`src/rtl/id_stage_decode.sv`:
```
// Decode stage: splits RV64 ALU instructions into EX fields, reads operands, and
// registers the bundle behind a 1-deep output register plus 1-entry skid buffer.
// Optional feature macro: DECODE_ILLEGAL_TRAP_EN (adds ex_illegal and illegal_count).
module id_stage_decode #(
  parameter int unsigned XLEN = 64,
  parameter int unsigned PC_W = 64
) (
  input  logic            clk,
  input  logic            reset,
  input  logic            flush,
  input  logic            if_valid,
  output logic            if_ready,
  input  logic [31:0]     if_instr,
  input  logic [PC_W-1:0] if_pc,
  output logic [4:0]      rf_rs1_addr,
  output logic [4:0]      rf_rs2_addr,
  input  logic [XLEN-1:0] rf_rs1_data,
  input  logic [XLEN-1:0] rf_rs2_data,
  output logic            ex_valid,
  input  logic            ex_ready,
  output logic [6:0]      ex_opcode,
  output logic [2:0]      ex_funct3,
  output logic [6:0]      ex_funct7,
  output logic [11:0]     ex_immed,
  output logic [XLEN-1:0] ex_reg1,
  output logic [XLEN-1:0] ex_reg2,
  output logic [4:0]      ex_rd,
  output logic            ex_wen,
  output logic [PC_W-1:0] ex_pc
`ifdef DECODE_ILLEGAL_TRAP_EN
  ,
  output logic            ex_illegal,
  output logic [31:0]     illegal_count
`endif
);

  localparam int unsigned OPC_W = 7;
  localparam int unsigned CNT_W = 32;

  localparam logic [OPC_W-1:0] OPC_OP       = 7'b0110011;
  localparam logic [OPC_W-1:0] OPC_OP_IMM   = 7'b0010011;
  localparam logic [OPC_W-1:0] OPC_OP_IMM32 = 7'b0011011;
  localparam logic [OPC_W-1:0] OPC_OP32     = 7'b0111011;

  typedef struct packed {
    logic [OPC_W-1:0] opcode;
    logic [2:0]       funct3;
    logic [6:0]       funct7;
    logic [11:0]      immed;
    logic [XLEN-1:0]  reg1;
    logic [XLEN-1:0]  reg2;
    logic [4:0]       rd;
    logic             wen;
`ifdef DECODE_ILLEGAL_TRAP_EN
    logic             illegal;
`endif
    logic [PC_W-1:0]  pc;
  } bundle_t;

  logic             out_valid_q, out_valid_d;
  logic             skid_valid_q, skid_valid_d;
  bundle_t          out_q, out_d;
  bundle_t          skid_q, skid_d;
  bundle_t          dec;
  logic             legal;
  logic             itype;
  logic             accept;
  logic [OPC_W-1:0] opc;
  logic [2:0]       f3;
  logic [6:0]       f7;
  logic [4:0]       rd;
`ifdef DECODE_ILLEGAL_TRAP_EN
  logic [CNT_W-1:0] count_q, count_d;
`endif

  assign opc         = if_instr[6:0];
  assign f3          = if_instr[14:12];
  assign f7          = if_instr[31:25];
  assign rd          = if_instr[11:7];
  assign rf_rs1_addr = if_instr[19:15];
  assign rf_rs2_addr = if_instr[24:20];

  // Flush blocks intake; a full skid buffer blocks intake independent of ex_ready.
  assign if_ready = !skid_valid_q && !flush;
  assign accept   = if_valid && if_ready;

  // Legality check and field extraction for the supported ALU subset.
  always_comb begin
    legal = 1'b0;
    itype = 1'b0;
    dec   = '0;
    case (opc)
      OPC_OP: legal = (f7 == 7'h00 && (f3 == 3'd0 || f3 == 3'd4 || f3 == 3'd6 || f3 == 3'd7))
                   || (f7 == 7'h20 && f3 == 3'd0);
      OPC_OP_IMM: begin
        itype = 1'b1;
        legal = (f3 == 3'd0 || f3 == 3'd4 || f3 == 3'd6 || f3 == 3'd7);
      end
      OPC_OP_IMM32: begin
        itype = 1'b1;
        legal = (f3 == 3'd0);
      end
      OPC_OP32: legal = (f3 == 3'd0) && (f7 == 7'h00 || f7 == 7'h20);
      default: legal = 1'b0;
    endcase

    dec.pc = if_pc;
    if (legal) begin
      dec.opcode = opc;
      dec.funct3 = f3;
      dec.funct7 = itype ? 7'h00 : f7;
      dec.immed  = itype ? if_instr[31:20] : 12'h000;
      dec.reg1   = rf_rs1_data;
      dec.reg2   = itype ? '0 : rf_rs2_data;
      dec.rd     = rd;
      dec.wen    = (rd != 5'd0);
    end else begin
`ifdef DECODE_ILLEGAL_TRAP_EN
      dec.opcode  = opc;
      dec.funct3  = f3;
      dec.funct7  = f7;
      dec.immed   = if_instr[31:20];
      dec.reg1    = rf_rs1_data;
      dec.reg2    = rf_rs2_data;
      dec.rd      = rd;
      dec.wen     = 1'b0;
      dec.illegal = 1'b1;
`else
      dec.opcode = OPC_OP_IMM;
`endif
    end
  end

  // Output register / skid buffer next state; flush overrides everything.
  always_comb begin
    out_valid_d  = out_valid_q;
    out_d        = out_q;
    skid_valid_d = skid_valid_q;
    skid_d       = skid_q;
    if (flush) begin
      out_valid_d  = 1'b0;
      skid_valid_d = 1'b0;
    end else if (!out_valid_q || ex_ready) begin
      if (skid_valid_q) begin
        out_d        = skid_q;
        out_valid_d  = 1'b1;
        skid_valid_d = 1'b0;
      end else if (accept) begin
        out_d       = dec;
        out_valid_d = 1'b1;
      end else begin
        out_valid_d = 1'b0;
      end
    end else if (accept) begin
      skid_d       = dec;
      skid_valid_d = 1'b1;
    end
  end

`ifdef DECODE_ILLEGAL_TRAP_EN
  // Saturating count of accepted illegal instructions.
  always_comb begin
    count_d = count_q;
    if (accept && !legal && count_q != '1) begin
      count_d = count_q + CNT_W'(1);
    end
  end
`endif

  always_ff @(posedge clk) begin
    if (!reset) begin
      out_valid_q  <= 1'b0;
      skid_valid_q <= 1'b0;
      out_q        <= '0;
      skid_q       <= '0;
`ifdef DECODE_ILLEGAL_TRAP_EN
      count_q      <= '0;
`endif
    end else begin
      out_valid_q  <= out_valid_d;
      skid_valid_q <= skid_valid_d;
      out_q        <= out_d;
      skid_q       <= skid_d;
`ifdef DECODE_ILLEGAL_TRAP_EN
      count_q      <= count_d;
`endif
    end
  end

  assign ex_valid  = out_valid_q;
  assign ex_opcode = out_q.opcode;
  assign ex_funct3 = out_q.funct3;
  assign ex_funct7 = out_q.funct7;
  assign ex_immed  = out_q.immed;
  assign ex_reg1   = out_q.reg1;
  assign ex_reg2   = out_q.reg2;
  assign ex_rd     = out_q.rd;
  assign ex_wen    = out_q.wen;
  assign ex_pc     = out_q.pc;
`ifdef DECODE_ILLEGAL_TRAP_EN
  assign ex_illegal    = out_q.illegal;
  assign illegal_count = count_q;
`endif

endmodule

```
`config.mk`:
```
export PLATFORM = sky130hd
export DESIGN_NAME = id_stage_decode
export DESIGN_NICKNAME = d
export VERILOG_FILES = /design/src/rtl/id_stage_decode.sv
export SDC_FILE = /design/constraint.sdc
export NUM_CORES = 1
export LEC_CHECK = 0
export CAP_MARGIN = 20
export CORE_MARGIN = 2
export CORE_UTILIZATION = 48
export CTS_CLUSTER_DIAMETER = 60
export DETAILED_ROUTE_END_ITERATION = 10
export PLACE_DENSITY = 0.8
export SLEW_MARGIN = 20
export SYNTH_ARGS = -nofsm -noshare
export SYNTH_HDL_FRONTEND = slang
export SYNTH_SLANG_ARGS = --single-unit
```
`constraint.sdc`:
```
create_clock -name clk -period 3.35 [get_ports clk]
set_clock_uncertainty 0.15 [all_clocks]
set_input_delay 0.67 -clock clk [delete_from_list [all_inputs] [get_ports clk]]
set_output_delay 0.67 -clock clk [all_outputs]
set_load 0.02 [all_outputs]
```
==> impl_metrics.tcl, run 1 <==
set metrics [dict create \
    status "finished clean" \
    port-buffer-count 457 \
    overflow 0 \
    critPathKind "flop to output port" \
    grt_setup_unrepaired "false" \
    slew_viol_final 0 \
    placed_cell_area_um2 21680 \
    clockBufferDepth 3 \
    synth-warning-count 0 \
    finalCriticalPeriod_ns 3.056 \
    htree_levels 2 \
    antenna_left 0 \
    fin_cells 2591 \
    die_w_um 191.5 \
    fin_crit_sh 0.9123 \
    ctsHoldBuffers 0 \
    ys_seq_area_frac 0.5410 \
    detail_route.first_pass.iterations 5 \
    setup_viol 0 \
    core_area_um2 34540 \
    vias 15593 \
    synth_top_area_frac 0.5410 \
    wire_per_inst_um 20.98 \
    hold_violations 0 \
    cts_tree "yes" \
    maxCapViolCount 0 \
    grt_pass1_vias 15136 \
    critPathArrivalTime_ns 2.24 \
    synth_edf_count 0 \
    start_util 0.4885 \
    synth_compound_area_frac 0.2759 \
    drc 0 \
    crit_path_max_incr_delay_ns 0.73 \
    clock-root-buffer "clkbuf_16" \
    ioPinCount 468 \
    peakVddDrop_uv 469.9 \
    routed_wl_um 54370 \
    yosysTopAreaCell "dfxtp_1" \
    first_iter_violations 1401 \
    cp_cell_sequence "nor2_1 -> clkdlybuf4s50_1" \
    die_h_um 191.5 \
    syn-num-nets 1991 \
    clock_sinks 456 \
    synthDistinctLibCells 35 \
    avgSynthCellArea_um2 9.577 \
    synthAdderAreaFrac 0 \
    cts-resized-gates 0 \
    synthTopCellsByArea "dfxtp_1, a32oi_1, a22o_1" \
    path_clk_slew_ns 0.06 \
    crit_buf_inv 1 \
    ys_ff_latch 456 \
    fmax_mhz 327.2 \
    rows 68 \
    grt_pass1_wl_um 83570 \
    critPathCaptureType "output port" \
    fin_nets 2322 \
    die_area_um2 36670 \
    worst-path-max-fanout 35 \
    cp.required_ns 2.53 \
    numCtsBuffers 48 \
    area_delta_synth_final_pct 38.13 \
    synthSimpleGateAreaFrac 0.09239 \
    synth_mux_area_frac 0.03856 \
    grt_usage 0.2851 \
    ys_async_sr_fraction 0 \
    clkLatencyLatePin_ns 0.59 \
    fin_area_um2 23310 \
    syn_area_um2 16870 \
    powerDensity_nw_per_um2 528.1 \
    synth_ff_type "dfxtp_1" \
    slew_headroom 0.2590 \
    place_inst 2498 \
    setup.worst_path.start_class "flop" \
    slowest_stage "clkdlybuf4s50_1" \
    dpl.hpwl_um 33700 \
    synth_cells 1762 \
    gp_congestion 0.8148 \
    postCtsSetupBuffers 0 \
    viasPerCell 6.018 \
    grt_max_degree 172 \
    grt_antenna_before_repair 6 \
    synth_top_family_by_area "compound AO/OA/AOI/OAI gates" \
    path_delay_family "buffers and inverters" \
    synth-xor-area-share 0 \
    min_path_type "flop to flop" \
    fin_tns_setup_ns 0 \
    worstMarginPinSlew_ns 1.112 \
    leakage_nw 7.866 \
    drive_above_1_share 0.05728 \
]
-- power by group --
part           internal, mW  total, mW  switching (mW)
Clock                  3.24       5.46            2.22
Sequential             5.55       5.62          0.0723
Combinational         0.569       1.23           0.661
Total                  9.36       12.3            2.95
-- per-stage QoR --
stage | setup slack, ns | util | hold WS, ns | power, mW
finish | 0.2938 | 0.6748 | 0.3013 | 12.31
global route | 0.2495 | 0.6747 | 0.3260 | 12.68
CTS | 0.2945 | 0.6744 | 0.3013 | 12.38
detailed placement | 0.01362 | 0.6276 | 0.2934 | 6.958
global placement | 0.05846 | 0.6276 | 0.2884 | 6.935
floorplan | 0.7113 | - | 0.2815 | 6.250
-- worst paths after layout --
kind                              startpoint           to  slack [ns]  cells past startpoint
worst max-delay path            skid_valid_q     if_ready        0.29                      2
worst min-delay path             skid_q[201]  skid_q[201]        0.30                      2
worst max register to register  skid_valid_q  ex_reg2[44]        0.74                      5
worst min register to register   skid_q[201]  skid_q[201]        0.30                      2
-- cell usage in the layout (no fill, tap or decap), types with 2 or more instances in the layout --
master	synthesis	final
nor2_1	79	78
dfxtp_1	456	455
a211oi_1	64	64
nand2b_1	2	2
clkinv_2	0	10
clkbuf_1	168	11
bufinv_16	0	5
clkinv_4	0	2
mux2i_1	65	65
diode_2	0	6
clkdlybuf4s50_1	0	456
a21oi_1	169	169
buf_12	0	18
and3_1	10	9
nand3_1	75	73
inv_6	0	3
clkbuf_8	0	5
a32oi_1	151	151
buf_4	11	13
clkbuf_16	0	50
nand4_1	12	12
a22o_1	139	139
o21ai_0	151	151
nor3_1	13	12
nand2_1	148	148
nor4_1	3	2
-- tightest hold or removal path: cells and delay by family (launching register included) --
family           cells  cell delay, ns
AO/OA/AOI/OAI        1            0.05
AND/OR/NAND/NOR      1            0.05
flip-flops           1            0.31
-- Yosys cell counts, types with 2 or more instances --
library cell	instances
a211oi_1	64
a21oi_1	169
a22o_1	139
a32oi_1	151
and3_1	10
and4_1	2
buf_1	9
buf_2	14
buf_4	11
buf_6	5
clkbuf_1	168
dfxtp_1	456
mux2i_1	65
nand2_1	148
nand2b_1	2
nand3_1	75
nand4_1	12
nor2_1	79
nor2b_1	2
nor3_1	13
nor4_1	3
o21ai_0	151
or3_1	2
-- registers in the layout, summed over array words and instances (netlist names) --
| name | count |
|---|---|
| skid_q | 227 |
| ex_valid | 1 |
| ex_wen | 1 |
| ex_immed | 12 |
| ex_rd | 5 |
| ex_funct7 | 7 |
| skid_valid_q | 1 |
| ex_pc | 64 |
| ex_funct3 | 3 |
| ex_opcode | 7 |
| ex_reg1 | 64 |
| ex_reg2 | 64 |
-- metal layers --
metal  part of all wire  global-route usage  wire, um  vias up
met5                  0                   0         0        -
met2               0.47              0.4632     25620      636
li1                   -                   -         -     7272
met3              0.095             0.08592      5158      117
met1               0.40              0.3486     21520     7568
met4              0.038              0.1263      2077        0
-- logic make-up (layout without fill, tap and decap cells) --
group,after synthesis,count (layout)
DFF,456,456
AOI/OAI and AO/OA,678,678
other,0,6
buffers and inverters,209,577
muxes,65,65
and+or+nand+nor,354,354
-- final cells by class --
class / instances / area, um2
fillers: 2669 / 11230
flip-flops and latches: 456 / 9133
multi-input cells: 1097 / 6933
repair buffers: 488 / 5034
clock buffers: 66 / 1361
well taps: 455 / 569.3
clock inverters: 21 / 255.2
diodes: 6 / 15.01
inverters: 2 / 10.01
(Power assumes the default switching activity.)
==> run 2, diff against run 1 <==
--- a/config.mk
+++ b/config.mk
@@ -6,7 +6,6 @@
 export NUM_CORES = 1
 export LEC_CHECK = 0
 export CAP_MARGIN = 20
-export CORE_MARGIN = 2
 export CORE_UTILIZATION = 48
 export CTS_CLUSTER_DIAMETER = 60
 export DETAILED_ROUTE_END_ITERATION = 10
==> run 2 against run 1 <==
Flip-flop and latch count stayed put. Via count decreased by 1.4%. Non-clock buffer count up 4. Sequential power about the same. Critical endpoint unchanged. Core utilization barely moved. Worst setup slack improved by 0.19 ns. First-iteration DRC count decreased by 0.50%. Register-to-register slack got worse by 0.25 ns. Highest routed layer is now met5. Final cell count up 0.31%. Sequential share of layout area about the same. Design area is essentially flat. Clock-buffer cell count grew 5. Critical path type is now input pin to output port.
==> impl_metrics.tcl, run 2 (synthesized netlist as in run 1, its figures left out) <==
set metrics [dict create \
    slew_headroom 0.3423 \
    setup.worst_path.start_class "input pin" \
    cp.required_ns 2.53 \
    die_area_um2 35910 \
    maxCapViolCount 0 \
    clkLatencyLatePin_ns 0.58 \
    gp_congestion 0.8290 \
    wire_per_inst_um 20.52 \
    crit_buf_inv 2 \
    clock_sinks 456 \
    dpl.hpwl_um 33400 \
    antenna_left 0 \
    regMostFlops "skid_q" \
    hp-start "skid_q[206]" \
    largest_reg_flops 227 \
    grt_setup_unrepaired "false" \
    final_common_cell "clkdlybuf4s50_1" \
    ioPinCount 468 \
    fmax_mhz 348.3 \
    clockBufferDepth 3 \
    finalCriticalPeriod_ns 2.871 \
    cts_tree "yes" \
    fin_cells 2599 \
    status "finished clean" \
    postCtsSetupBuffers 0 \
    critPathKind "input pin to output port" \
    hold_depth 2 \
    detail_route.first_pass.iterations 5 \
    grt_max_degree 226 \
    total_power_mw 12.06 \
    start_util 0.4885 \
    core_area_um2 34540 \
    grt_antenna_before_repair 9 \
    clock-root-buffer "clkbuf_16" \
    worst-path-max-fanout 3 \
    min_to "skid_q[206]" \
    min_path_type "flop to flop" \
    powerDensity_nw_per_um2 517.3 \
    final_cell_mix "clkdlybuf4s50_1, dfxtp_1, a21oi_1" \
    r2r_setup_slack_ns 0.49 \
    drc 0 \
    vias 15378 \
    leakage_nw 7.864 \
    critPathArrivalTime_ns 2.05 \
    r2r_start "skid_valid_q" \
    grt_usage 0.2887 \
    fin_tns_setup_ns 0 \
    nFillCells 2626 \
    r2r_end "ex_reg2[3]" \
    grt_pass1_vias 15014 \
    crit_top_cell "clkdlybuf4s50_1" \
    fin_nets 2326 \
    hold_violations 0 \
    routed_wl_um 53330 \
    slowest_stage "clkdlybuf4s50_1" \
    drive_above_1_share 0.05946 \
    rows 68 \
    cp_cell_sequence "clkdlybuf4s50_1 -> nor2_1 -> clkdlybuf4s50_1" \
    path_delay_family "buffers and inverters" \
    setup_viol 0 \
    peakVddDrop_uv 546.6 \
    die_h_um 189.5 \
    htree_levels 2 \
    first_iter_violations 1394 \
    numCtsBuffers 48 \
    reg2regPathDepth 6 \
    worstMarginPinSlew_ns 0.9865 \
    place_inst 2502 \
    fin_crit_sh 0.8570 \
    cts-resized-gates 0 \
    cp-startpoint "flush" \
    crit_path_max_incr_delay_ns 0.74 \
    setup_ws_ns 0.4790 \
    area_delta_synth_final_pct 38.18 \
    dp_slack_ns 0.02911 \
    ctsHoldBuffers 0 \
    port-buffer-count 457 \
    grt_pass1_wl_um 83340 \
    slew_viol_final 0 \
    critPathCaptureType "output port" \
    viasPerCell 5.917 \
    overflow 0 \
    die_w_um 189.5 \
    path_clk_slew_ns 0.06 \
]
run 2: cell types whose count changed in the layout (fill, tap and decap cells not counted), sizes merged:
cell / previous run / this run
bufinv: 5 / 1
clkinv: 12 / 11
clkinvlp: 0 / 2
buf: 32 / 36
clkbuf: 66 / 71
diode: 6 / 8
run 2: per-stage QoR:
stage | hold slack (ns) | cell area (um2) | utilization
floorplan | 0.2815 | 16870 | -
global placement | 0.2887 | 21690 | 0.6280
detailed placement | 0.2952 | 21740 | 0.6294
CTS | 0.3036 | 23300 | 0.6745
global route | 0.3195 | 23310 | 0.6749
finish | 0.3010 | 23320 | 0.6751
run 2: metal layers:
| layer | vias up | global-route usage | share of wire |
|---|---|---|---|
| met1 | 7354 | 0.3539 | 0.40 |
| li1 | 7271 | - | - |
| met3 | 97 | 0.08860 | 0.095 |
| met5 | - | 0 | 0.00030 |
| met4 | 2 | 0.1355 | 0.035 |
| met2 | 654 | 0.4620 | 0.47 |
run 2: power breakdown:
part           internal, mW  leakage (nW)  switching, mW
Combinational         0.577          3.39          0.656
Clock                  3.01         0.770           2.20
Sequential             5.55          3.70         0.0723
Total                  9.14          7.86           2.92
run 2: worst reg2reg max path: cells and delay by family (launching register included):
family                 cells  cell delay [ns]
AOI/OAI and AO/OA          2             0.33
buffers and inverters      3             1.47
DFF                        1             0.36
and+or+nand+nor            1             0.47
run 2: worst max path at each step:
stage | endpoint | slack [ns] | depth (start not counted)
after floorplan | skid_q[100] | 0.71 | 6
after global placement | skid_q[77] | 0.08 | 7
after detailed placement | skid_q[83] | 0.03 | 7
after CTS | if_ready | 0.47 | 3
after global routing | ex_reg2[3] | 0.33 | 6
final | if_ready | 0.48 | 3
run 2: layout make-up:
cell class / instances / area [um2] / area share
antenna: 8 / 20.02 / 0.0008585
timing repair buffer: 492 / 5096 / 0.2185
tap: 455 / 569.3 / 0.02441
clock inverter: 18 / 148.9 / 0.006385
inverter: 2 / 10.01 / 0.0004293
multi-input combinational: 1097 / 6933 / 0.2973
sequential: 456 / 9133 / 0.3916
clock buffer: 71 / 1409 / 0.06042
==> run 3, diff against run 2 <==
--- a/config.mk
+++ b/config.mk
@@ -10,7 +10,6 @@
 export CTS_CLUSTER_DIAMETER = 60
 export DETAILED_ROUTE_END_ITERATION = 10
 export PLACE_DENSITY = 0.8
-export SLEW_MARGIN = 20
 export SYNTH_ARGS = -nofsm -noshare
 export SYNTH_HDL_FRONTEND = slang
 export SYNTH_SLANG_ARGS = --single-unit
==> run 3 against run 2 <==
Total power grew 0.27%. Hold slack lost 0.00084 ns. Fmax decreased by 0.62%. Critical endpoint unchanged. Global-route usage decreased by 0.50 points. Largest power group unchanged. Sequential power barely moved. Register-to-register slack hardly changed. Via count about the same. Largest cell class unchanged. First-iteration DRC count down 11%. Clock power about the same. Final cell count shrank 0.42%.
==> impl_metrics.tcl, run 3 (synthesized netlist as in run 1, its figures left out) <==
set metrics [dict create \
    cp_cell_sequence "clkdlybuf4s50_1 -> nor2_1 -> clkdlybuf4s50_1" \
    setup.worst_path.start_class "input pin" \
    vias 15380 \
    slew_viol_final 0 \
    grt_usage 0.2837 \
    peakVddDrop_uv 494.2 \
    grt_pass1_vias 14864 \
    viasPerCell 5.943 \
    cp.required_ns 2.53 \
    fin_crit_sh 0.8624 \
    detail_route.first_pass.iterations 5 \
    fin_nets 2325 \
    nFillCells 2645 \
    powerDensity_nw_per_um2 519.4 \
    clkLatencyLatePin_ns 0.57 \
    p_clk_frac 0.433 \
    drive_above_1_share 0.05454 \
    crit_path_max_incr_delay_ns 0.73 \
    die_h_um 189.5 \
    seqCellArea_um2 9133 \
    rows 68 \
    slowest_stage "clkdlybuf4s50_1" \
    wire_per_inst_um 20.63 \
    hold_violations 0 \
    multi_input_area_um2 6933 \
    first_iter_violations 1237 \
    postCtsSetupBuffers 0 \
    grt_antenna_before_repair 8 \
    gp_congestion 0.8290 \
    grt_setup_unrepaired "false" \
    clock-root-buffer "clkbuf_16" \
    finalCriticalPeriod_ns 2.889 \
    critPathArrivalTime_ns 2.07 \
    core_area_um2 34540 \
    path_clk_slew_ns 0.06 \
    power_frac_comb 0.102 \
    clock_sinks 456 \
    setup_viol 0 \
    final_common_cell "clkdlybuf4s50_1" \
    regMostFlops "skid_q" \
    p_int_mw 9.210 \
    die_w_um 189.5 \
    crit_top_cell "clkdlybuf4s50_1" \
    htree_levels 2 \
    fmax_mhz 346.1 \
    p_switching_mw 2.884 \
    ioPinCount 468 \
    pwr-share-seq 0.465 \
    port-buffer-count 457 \
    placed_cell_area_um2 21720 \
    worstMarginPinSlew_ns 0.9976 \
    area_delta_synth_final_pct 37.97 \
    largest_reg_flops 227 \
    leakage_nw 7.836 \
    cts_tree "yes" \
    dpl.hpwl_um 33330 \
    numCtsBuffers 48 \
    holdWs_ns 0.3002 \
    total_power_mw 12.09 \
    critPathCaptureType "output port" \
    worst-path-max-fanout 3 \
    swShare 0.2385 \
    min_path_type "flop to flop" \
    final_cell_mix "clkdlybuf4s50_1, dfxtp_1, a21oi_1" \
    maxCapViolCount 0 \
    antenna_left 0 \
    die_area_um2 35910 \
    critPathKind "input pin to output port" \
    grt_pass1_wl_um 81940 \
    fin_area_um2 23280 \
    drc 0 \
    fin_util 0.6740 \
    status "finished clean" \
    overflow 0 \
    ctsHoldBuffers 0 \
    start_util 0.4885 \
    grt_max_degree 226 \
    routed_wl_um 53400 \
    cts-resized-gates 0 \
    slew_headroom 0.3350 \
    clockBufferDepth 3 \
    fin_tns_setup_ns 0 \
]
## run 3: power by group through the flow
stage	clock [mW]	combinational, mW	sequential (mW)
finish	5.24	1.23	5.62
global route	5.55	1.30	5.63
CTS	5.32	1.23	5.62
detailed placement	0	1.22	5.74
global placement	0	1.20	5.74
floorplan	0	0.376	5.87
## run 3: stage by stage
| stage | std cells | setup WS [ns] |
|---|---|---|
| floorplan | 1762 | 0.7113 |
| global placement | 2500 | 0.08414 |
| detailed placement | 2501 | 0.05534 |
| CTS | 2582 | 0.4595 |
| global route | 2587 | 0.3648 |
| finish | 2588 | 0.4611 |
## run 3: path summary, 6_finish.rpt
check	cells past startpoint	slack, ns	from	to
worst max-delay path	3	0.46	flush	if_ready
worst min-delay path	2	0.30	skid_q[206]	skid_q[206]
worst max register to register	6	0.48	skid_valid_q	ex_reg2[3]
worst min register to register	2	0.30	skid_q[206]	skid_q[206]
## run 3: critical path, delay by kind of cell
family / cells / cell delay, ns
buf+inv: 2 / 1.15
simple gates: 1 / 0.25
## run 3: final cells by class
cell class / count / area share
sequential: 456 / 0.3923
timing repair buffer: 491 / 0.2180
clock inverter: 8 / 0.005105
clock buffer: 73 / 0.06132
multi-input combinational: 1097 / 0.2978
antenna: 6 / 0.0006449
tap: 455 / 0.02445
inverter: 2 / 0.0004299
## run 3: routing by layer
layer | part of all wire | global-route usage | wire length (um)
met1 | 0.40 | 0.3441 | 21200
met4 | 0.035 | 0.1222 | 1883
met2 | 0.47 | 0.4544 | 25060
met3 | 0.098 | 0.09917 | 5238
met5 | 0.00030 | 0 | 16
